File: src/rtl/pe_pkg.sv
// Shared PE datapath definitions: precision encodings, accumulator FSM
// state type and lane geometry helpers.
package pe_pkg;

   localparam int PRECISION_CONFIG_L = 2;

   localparam logic [PRECISION_CONFIG_L-1:0] PRECISION_CONFIG_32B = 2'd0;
   localparam logic [PRECISION_CONFIG_L-1:0] PRECISION_CONFIG_16B = 2'd1;
   localparam logic [PRECISION_CONFIG_L-1:0] PRECISION_CONFIG_8B  = 2'd2;

   typedef enum logic [1:0] {
      ACC_IDLE = 2'd0,
      ACC_ACC  = 2'd1,
      ACC_HOLD = 2'd2
   } acc_state_e;

   // Any encoding other than 16B/8B behaves as 32B.
   function automatic logic [PRECISION_CONFIG_L-1:0] norm_mode(
      input logic [PRECISION_CONFIG_L-1:0] mode
   );
      case (mode)
         PRECISION_CONFIG_16B: return PRECISION_CONFIG_16B;
         PRECISION_CONFIG_8B:  return PRECISION_CONFIG_8B;
         default:              return PRECISION_CONFIG_32B;
      endcase
   endfunction

   function automatic int unsigned lane_count(
      input logic [PRECISION_CONFIG_L-1:0] mode
   );
      case (norm_mode(mode))
         PRECISION_CONFIG_16B: return 2;
         PRECISION_CONFIG_8B:  return 4;
         default:              return 1;
      endcase
   endfunction

   function automatic int unsigned lane_width(
      input logic [PRECISION_CONFIG_L-1:0] mode,
      input int unsigned                   acc_l
   );
      return acc_l / lane_count(mode);
   endfunction

endpackage

File: src/rtl/decomposable_adder.sv
// 64b adder split into four 16b segments; the carry between segments is
// killed wherever a lane starts, so no carry ever crosses a lane boundary.
module decomposable_adder
   import pe_pkg::*;
#(
   parameter int ACC_L = 64
) (
   input  logic [PRECISION_CONFIG_L-1:0] mode,
   input  logic [ACC_L-1:0]              a,
   input  logic [ACC_L-1:0]              b,
   output logic [ACC_L-1:0]              sum,
   output logic [3:0]                    lane_co
);

   localparam int SEG_W = ACC_L / 4;

   logic [3:0] lane_start;
   logic [3:0] seg_co;

   // Segments that begin a lane start with carry-in zero.
   always_comb begin
      case (mode)
         PRECISION_CONFIG_16B: lane_start = 4'b0101;
         PRECISION_CONFIG_8B:  lane_start = 4'b1111;
         default:              lane_start = 4'b0001;
      endcase
   end

   // Ripple the four segments, gating each carry-in by lane_start.
   always_comb begin
      logic             cin;
      logic [SEG_W:0]   seg;
      // NOTE: every output gets a default first so no path leaves it unassigned (no latch).
      sum    = '0;
      seg_co = '0;
      cin    = 1'b0;
      for (int k = 0; k < 4; k++) begin
         if (lane_start[k]) cin = 1'b0;
         // NOTE: blocking '=' here is deliberate; cin must update before the next segment reads it.
         seg = {1'b0, a[k*SEG_W +: SEG_W]} + {1'b0, b[k*SEG_W +: SEG_W]}
             + {{SEG_W{1'b0}}, cin};
         sum[k*SEG_W +: SEG_W] = seg[SEG_W-1:0];
         seg_co[k]             = seg[SEG_W];
         cin                   = seg[SEG_W];
      end
   end

   // Report the carry out of each lane's top segment; unused lanes read 0.
   always_comb begin
      case (mode)
         PRECISION_CONFIG_16B: lane_co = {2'b00, seg_co[3], seg_co[1]};
         PRECISION_CONFIG_8B:  lane_co = seg_co;
         default:              lane_co = {3'b000, seg_co[3]};
      endcase
   end

endmodule

File: src/rtl/mult_decomp_accumulator.sv
// Lane-decomposable accumulator: sums a group of product beats into
// 1x64b, 2x32b or 4x16b lanes and presents the result over valid/ready.
module mult_decomp_accumulator
   import pe_pkg::*;
#(
   parameter  int EACH_PART_LEN = 8,
   parameter  int N_PARTS       = 4,
   localparam int ACC_L         = 2 * EACH_PART_LEN * N_PARTS
) (
   input  logic                               clk,
   input  logic                               rst_n,
   input  logic [PRECISION_CONFIG_L-1:0]      in_mode,
   input  logic [ACC_L-1:0]                   in_full,
   input  logic [1:0][ACC_L/2-1:0]            in_half,
   input  logic [3:0][ACC_L/4-1:0]            in_quarter,
   input  logic                               in_valid,
   input  logic                               in_last,
   output logic                               in_ready,
   output logic [ACC_L-1:0]                   out_acc,
   output logic [3:0]                         out_ovf,
   output logic [PRECISION_CONFIG_L-1:0]      out_mode,
   output logic                               out_valid,
   input  logic                               out_ready
);

   if (N_PARTS != 4) begin : g_bad_n_parts
      $error("mult_decomp_accumulator supports only N_PARTS == 4");
   end

   acc_state_e                    state_q, state_d;
   logic [ACC_L-1:0]              acc_q, acc_d;
   logic [3:0]                    ovf_q, ovf_d;
   logic [PRECISION_CONFIG_L-1:0] mode_q, mode_d;

   logic [PRECISION_CONFIG_L-1:0] sel_mode;
   logic [ACC_L-1:0]              beat;
   logic [ACC_L-1:0]              add_sum;
   logic [3:0]                    add_co;
   logic                          beat_fire;

   assign in_ready  = (state_q != ACC_HOLD);
   assign out_valid = (state_q == ACC_HOLD);
   assign out_acc   = acc_q;
   assign out_ovf   = ovf_q;
   assign out_mode  = mode_q;
   assign beat_fire = in_valid && in_ready;

   // Build the 64b operand; only the first beat of a group looks at in_mode.
   always_comb begin
      sel_mode = (state_q == ACC_IDLE) ? norm_mode(in_mode) : mode_q;
      case (sel_mode)
         PRECISION_CONFIG_16B: beat = in_half;
         PRECISION_CONFIG_8B:  beat = in_quarter;
         default:              beat = in_full;
      endcase
   end

   decomposable_adder #(.ACC_L(ACC_L)) u_adder (
      .mode    (mode_q),
      .a       (acc_q),
      .b       (beat),
      .sum     (add_sum),
      .lane_co (add_co)
   );

   // Group FSM: first beat loads, later beats add, HOLD presents the result.
   always_comb begin
      state_d = state_q;
      acc_d   = acc_q;
      ovf_d   = ovf_q;
      mode_d  = mode_q;
      case (state_q)
         ACC_IDLE: begin
            if (beat_fire) begin
               acc_d   = beat;
               ovf_d   = '0;
               mode_d  = sel_mode;
               state_d = in_last ? ACC_HOLD : ACC_ACC;
            end
         end
         ACC_ACC: begin
            if (beat_fire) begin
               acc_d = add_sum;
               ovf_d = ovf_q | add_co;
               if (in_last) state_d = ACC_HOLD;
            end
         end
         ACC_HOLD: begin
            if (out_ready) state_d = ACC_IDLE;
         end
         default: state_d = ACC_IDLE;
      endcase
   end

   // State and datapath registers.
   always_ff @(posedge clk or negedge rst_n) begin
      if (!rst_n) begin
         state_q <= ACC_IDLE;
         // NOTE: the datapath registers are reset too, so out_acc/out_ovf read 0 right after reset.
         acc_q   <= '0;
         ovf_q   <= '0;
         mode_q  <= PRECISION_CONFIG_32B;
      end else begin
         // NOTE: non-blocking '<=' for all flops so every register samples pre-edge values.
         state_q <= state_d;
         acc_q   <= acc_d;
         ovf_q   <= ovf_d;
         mode_q  <= mode_d;
      end
   end

endmodule

File: config.mk
export PLATFORM = sky130hd
export DESIGN_NAME = mult_decomp_accumulator
export DESIGN_NICKNAME = d
export VERILOG_FILES = /design/src/rtl/pe_pkg.sv /design/src/rtl/decomposable_adder.sv /design/src/rtl/mult_decomp_accumulator.sv
export SDC_FILE = /design/constraint.sdc
export NUM_CORES = 1
export LEC_CHECK = 0
export ABC_AREA = 0
export CAP_MARGIN = 20
export CORE_MARGIN = 2
export CORE_UTILIZATION = 50
export CTS_BUF_LIST = sky130_fd_sc_hd__clkbuf_4 sky130_fd_sc_hd__clkbuf_8
export DETAILED_ROUTE_END_ITERATION = 8
export PLACE_DENSITY = 0.87
export SLEW_MARGIN = 25
export SYNTH_ARGS = -nofsm -noshare
export SYNTH_HDL_FRONTEND = slang
export SYNTH_SLANG_ARGS = --single-unit
File: constraint.sdc
create_clock -name clk -period 28.4 [get_ports clk]
set_input_delay 7.1 -clock clk [delete_from_list [all_inputs] [get_ports clk]]
set_output_delay 7.1 -clock clk [all_outputs]
set_load 0.005 [all_outputs]
==> impl_metrics.env <==
export IMPL_status="finished clean"
export IMPL_cp_slowest_cell="ha_4"
export IMPL_layout_drive_gt1_share_pct=3.772
export IMPL_die_width_um=124.6
export IMPL_grt_setup_unrepaired="no"
export IMPL_ys_seq_elements=72
export IMPL_grt_pass1_wl_mm=40.65
export IMPL_hold_path_class="flip-flop to flip-flop"
export IMPL_period_minus_slack_ns=17.26
export IMPL_cts_hold_buf=0
export IMPL_cts_made_buffers=9
export IMPL_critical_path_buf_inv_count=2
export IMPL_drc=0
export IMPL_slowest_delay_ns=0.69
export IMPL_synthCells=957
export IMPL_postSynthAreaPerCell_um2=7.604
export IMPL_synth_cell_types=60
export IMPL_drt_iter0_markers=796
export IMPL_cts_tree="done"
export IMPL_fmaxAchievable_mhz=57.95
export IMPL_cts_setup_buffers=0
export IMPL_mappedNetlistNets=1229
export IMPL_synth_common_cells="nand2_1 (143), o21ai_0 (117), nor2_1 (77)"
export IMPL_combPwrFrac_pct=71.4
export IMPL_use_met3_pct=6.873
export IMPL_crit_top_cell="fa_1"
export IMPL_cts_max_path_buffers=2
export IMPL_seqCellArea_um2=1802
export IMPL_n_fill_cell=1144
export IMPL_synth_seq_area_share_pct=24.76
export IMPL_dr_pass1_iters=5
export IMPL_diodes=0
export IMPL_antenna_left=0
export IMPL_arrival_ns=17.54
export IMPL_die_y_um=124.6
export IMPL_path_delay_family="compound AO/OA/AOI/OAI gates"
export IMPL_fin_cells=1377
export IMPL_grt_antenna_before_repair=0
export IMPL_synthMostInstantiatedCell="nand2_1"
export IMPL_min_from="out_ovf[3]"
export IMPL_place_hpwl_mm=18.65
export IMPL_post_cts_resized=0
export IMPL_tns_ns=0
export IMPL_wl_mm=25.27
export IMPL_worstSetupPathType="input port to flip-flop"
export IMPL_period_share_pct=60.76
export IMPL_p_int_mw=0.4762
export IMPL_area_delta_synth_final_pct=40.84
export IMPL_final_max_slew_viol_count=0
export IMPL_routedWlPerCell_um=18.35
export IMPL_io_pins=271
export IMPL_synth_top_area_share_pct=24.76
export IMPL_ff2ff_setup_slack_ns=17.41
export IMPL_endpoint_kind="flip-flop"
export IMPL_slew_headroom_pct=44.20
export IMPL_placed_cells_incl_taps=1362
export IMPL_synth_area_leaders="dfrtp_1 (25%), ha_1 (11%), o21ai_0 (8.0%)"
export IMPL_h_tree_depth=3
export IMPL_clock_sinks=72
export IMPL_synth_enable_flop_cells=0
export IMPL_grt_use_total_pct=31.95
export IMPL_power_switching_mw=0.4204
export IMPL_core_um2=14370
export IMPL_synth_warnings=0
export IMPL_r2r_cells=44
export IMPL_num_rows=44
export IMPL_fin_nets=1461
export IMPL_setup_viol=0
export IMPL_p_sw_share_pct=46.89
export IMPL_die_area_um2=15540
export IMPL_grt_busiest_layer="met2"
export IMPL_yosysTopAreaCell="dfrtp_1"
export IMPL_r2r_end="out_ovf[0]"
export IMPL_grt_pass1_vias=8110
export IMPL_final_hold_viol_count=0
export IMPL_leakage_nw=4.224
export IMPL_powerDensity_nw_per_um2=87.48
export IMPL_met1_usage_pct=38.66
export IMPL_place_congestion=0.9292
export IMPL_hold_depth=2
export IMPL_seqPwrFrac_pct=20.0
export IMPL_critical_path_required_ns=28.68
export IMPL_critPathLaunchType="input port"
export IMPL_grt_overflow_total=0
export IMPL_async_flop_share_pct=100.0
export IMPL_power_share_clock_pct=8.6
export IMPL_portBuffers=270
export IMPL_worstSkewPairLatency_ns=0.38
export IMPL_worst_pin_slew_ns=0.8350
export IMPL_critPathMaxFanout=64
export IMPL_viasPerCell=5.938
export IMPL_yosys_most_used_dff="dfrtp_1"
export IMPL_vias=8177
export IMPL_r2r_start="state_q[0]"
export IMPL_cts_clk_slew_worst_paths_ns=0.09
export IMPL_grt_max_degree=73
export IMPL_multiInputGateArea_um2=5187
export IMPL_ir_worst_vdd_mv=0.04915
export IMPL_initial_core_util_pct=50.64
export IMPL_final_setup_skew_ns=0.01246
export IMPL_drv_cap=0
export IMPL_met2_usage_pct=55.96
export IMPL_cts_root_buf="clkbuf_8"
export IMPL_synth_area_um2=7277
export IMPL_holdPathEnd="out_ovf[3]"
[metal layers]
layer | wire (um) | share of wire (%)
met5 | 0 | 0
met4 | 702 | 2.8
met3 | 1725 | 6.8
met2 | 12520 | 50
met1 | 10310 | 41
[power by group through the flow]
stage,Clock [mW],Sequential (mW),Combinational [mW]
floorplan,0,0.174,0.421
global placement,0,0.179,0.620
detailed placement,0,0.180,0.631
CTS,0.0784,0.178,0.636
global route,0.0821,0.184,0.704
finish,0.0774,0.179,0.640
[how the worst max path moves through the flow]
stage | endpoint | depth (start not counted) | start
2_1_floorplan | out_ovf[0] | 43 | in_mode[1]
3_3_place_gp | out_ovf[0] | 44 | in_mode[0]
3_5_place_dp | out_ovf[0] | 42 | in_mode[1]
4_1_cts | out_ovf[0] | 42 | in_mode[1]
5_1_grt | out_ovf[0] | 42 | in_mode[1]
6_report | out_ovf[0] | 42 | in_mode[1]
[worst min-delay path, stage by stage (launching register included)]
cell     delay, ns
dfrtp_1       0.35
nand2_1       0.05
nand2_1       0.06
[metrics by stage]
| stage | cell area [um^2] | hold slack, ns | worst slack [ns] | power [mW] | util [%] |
|---|---|---|---|---|---|
| floorplan | 7277 | 0.4701 | 12.82 | 0.5947 | - |
| global placement | 10070 | 0.4594 | 11.42 | 0.7985 | 70.11 |
| detailed placement | 10070 | 0.4669 | 10.91 | 0.8108 | 70.11 |
| CTS | 10240 | 0.4883 | 11.22 | 0.8926 | 71.30 |
| global route | 10250 | 0.5114 | 10.43 | 0.9707 | 71.33 |
| finish | 10250 | 0.4931 | 11.14 | 0.8966 | 71.33 |
[registers in the layout (all words and copies together) (netlist names)]
| register | cells |
|---|---|
| state_q | 2 |
| out_acc | 64 |
| out_ovf | 4 |
| out_mode | 2 |
[final cells by class]
class | count | area share, %
Clock buffer | 10 | 1.343
Clock inverter | 5 | 0.3296
Inverter | 27 | 0.9889
Multi-Input combinational cell | 802 | 50.62
Sequential cell | 72 | 17.58
Tap cell | 184 | 2.246
Timing Repair Buffer | 277 | 26.90
[cell usage in the layout, fill, tap and decap left out, types with 8 or more instances in the layout]
cell,netlist,layout
inv_1,26,26
a31oi_1,16,16
xnor2_1,22,22
a221o_1,8,8
o21a_1,18,18
xor2_1,15,15
nor3_1,13,13
nor2_1,77,76
nand3_1,17,17
clkbuf_8,0,10
o21ai_0,117,117
nand2b_1,15,13
dfrtp_1,72,72
a211oi_1,13,13
o21bai_1,8,8
ha_1,66,64
a21o_1,12,12
nor2b_1,12,11
a22oi_1,76,76
nand2_1,143,143
clkdlybuf4s50_1,0,269
a21oi_1,70,70
[cell families (layout without fill, tap and decap cells)]
kind of cell | count (synthesis) | count (layout) | synth area share (%)
compound gates | 387 | 387 | 34.44
simple gates | 302 | 302 | 18.29
buf+inv | 83 | 319 | 4.367
fa+ha+maj | 73 | 73 | 13.27
flops | 72 | 72 | 24.76
xor+xnor | 37 | 37 | 4.453
mux | 3 | 3 | 0.4127
Note: power is estimated with default switching activity, not from simulation.
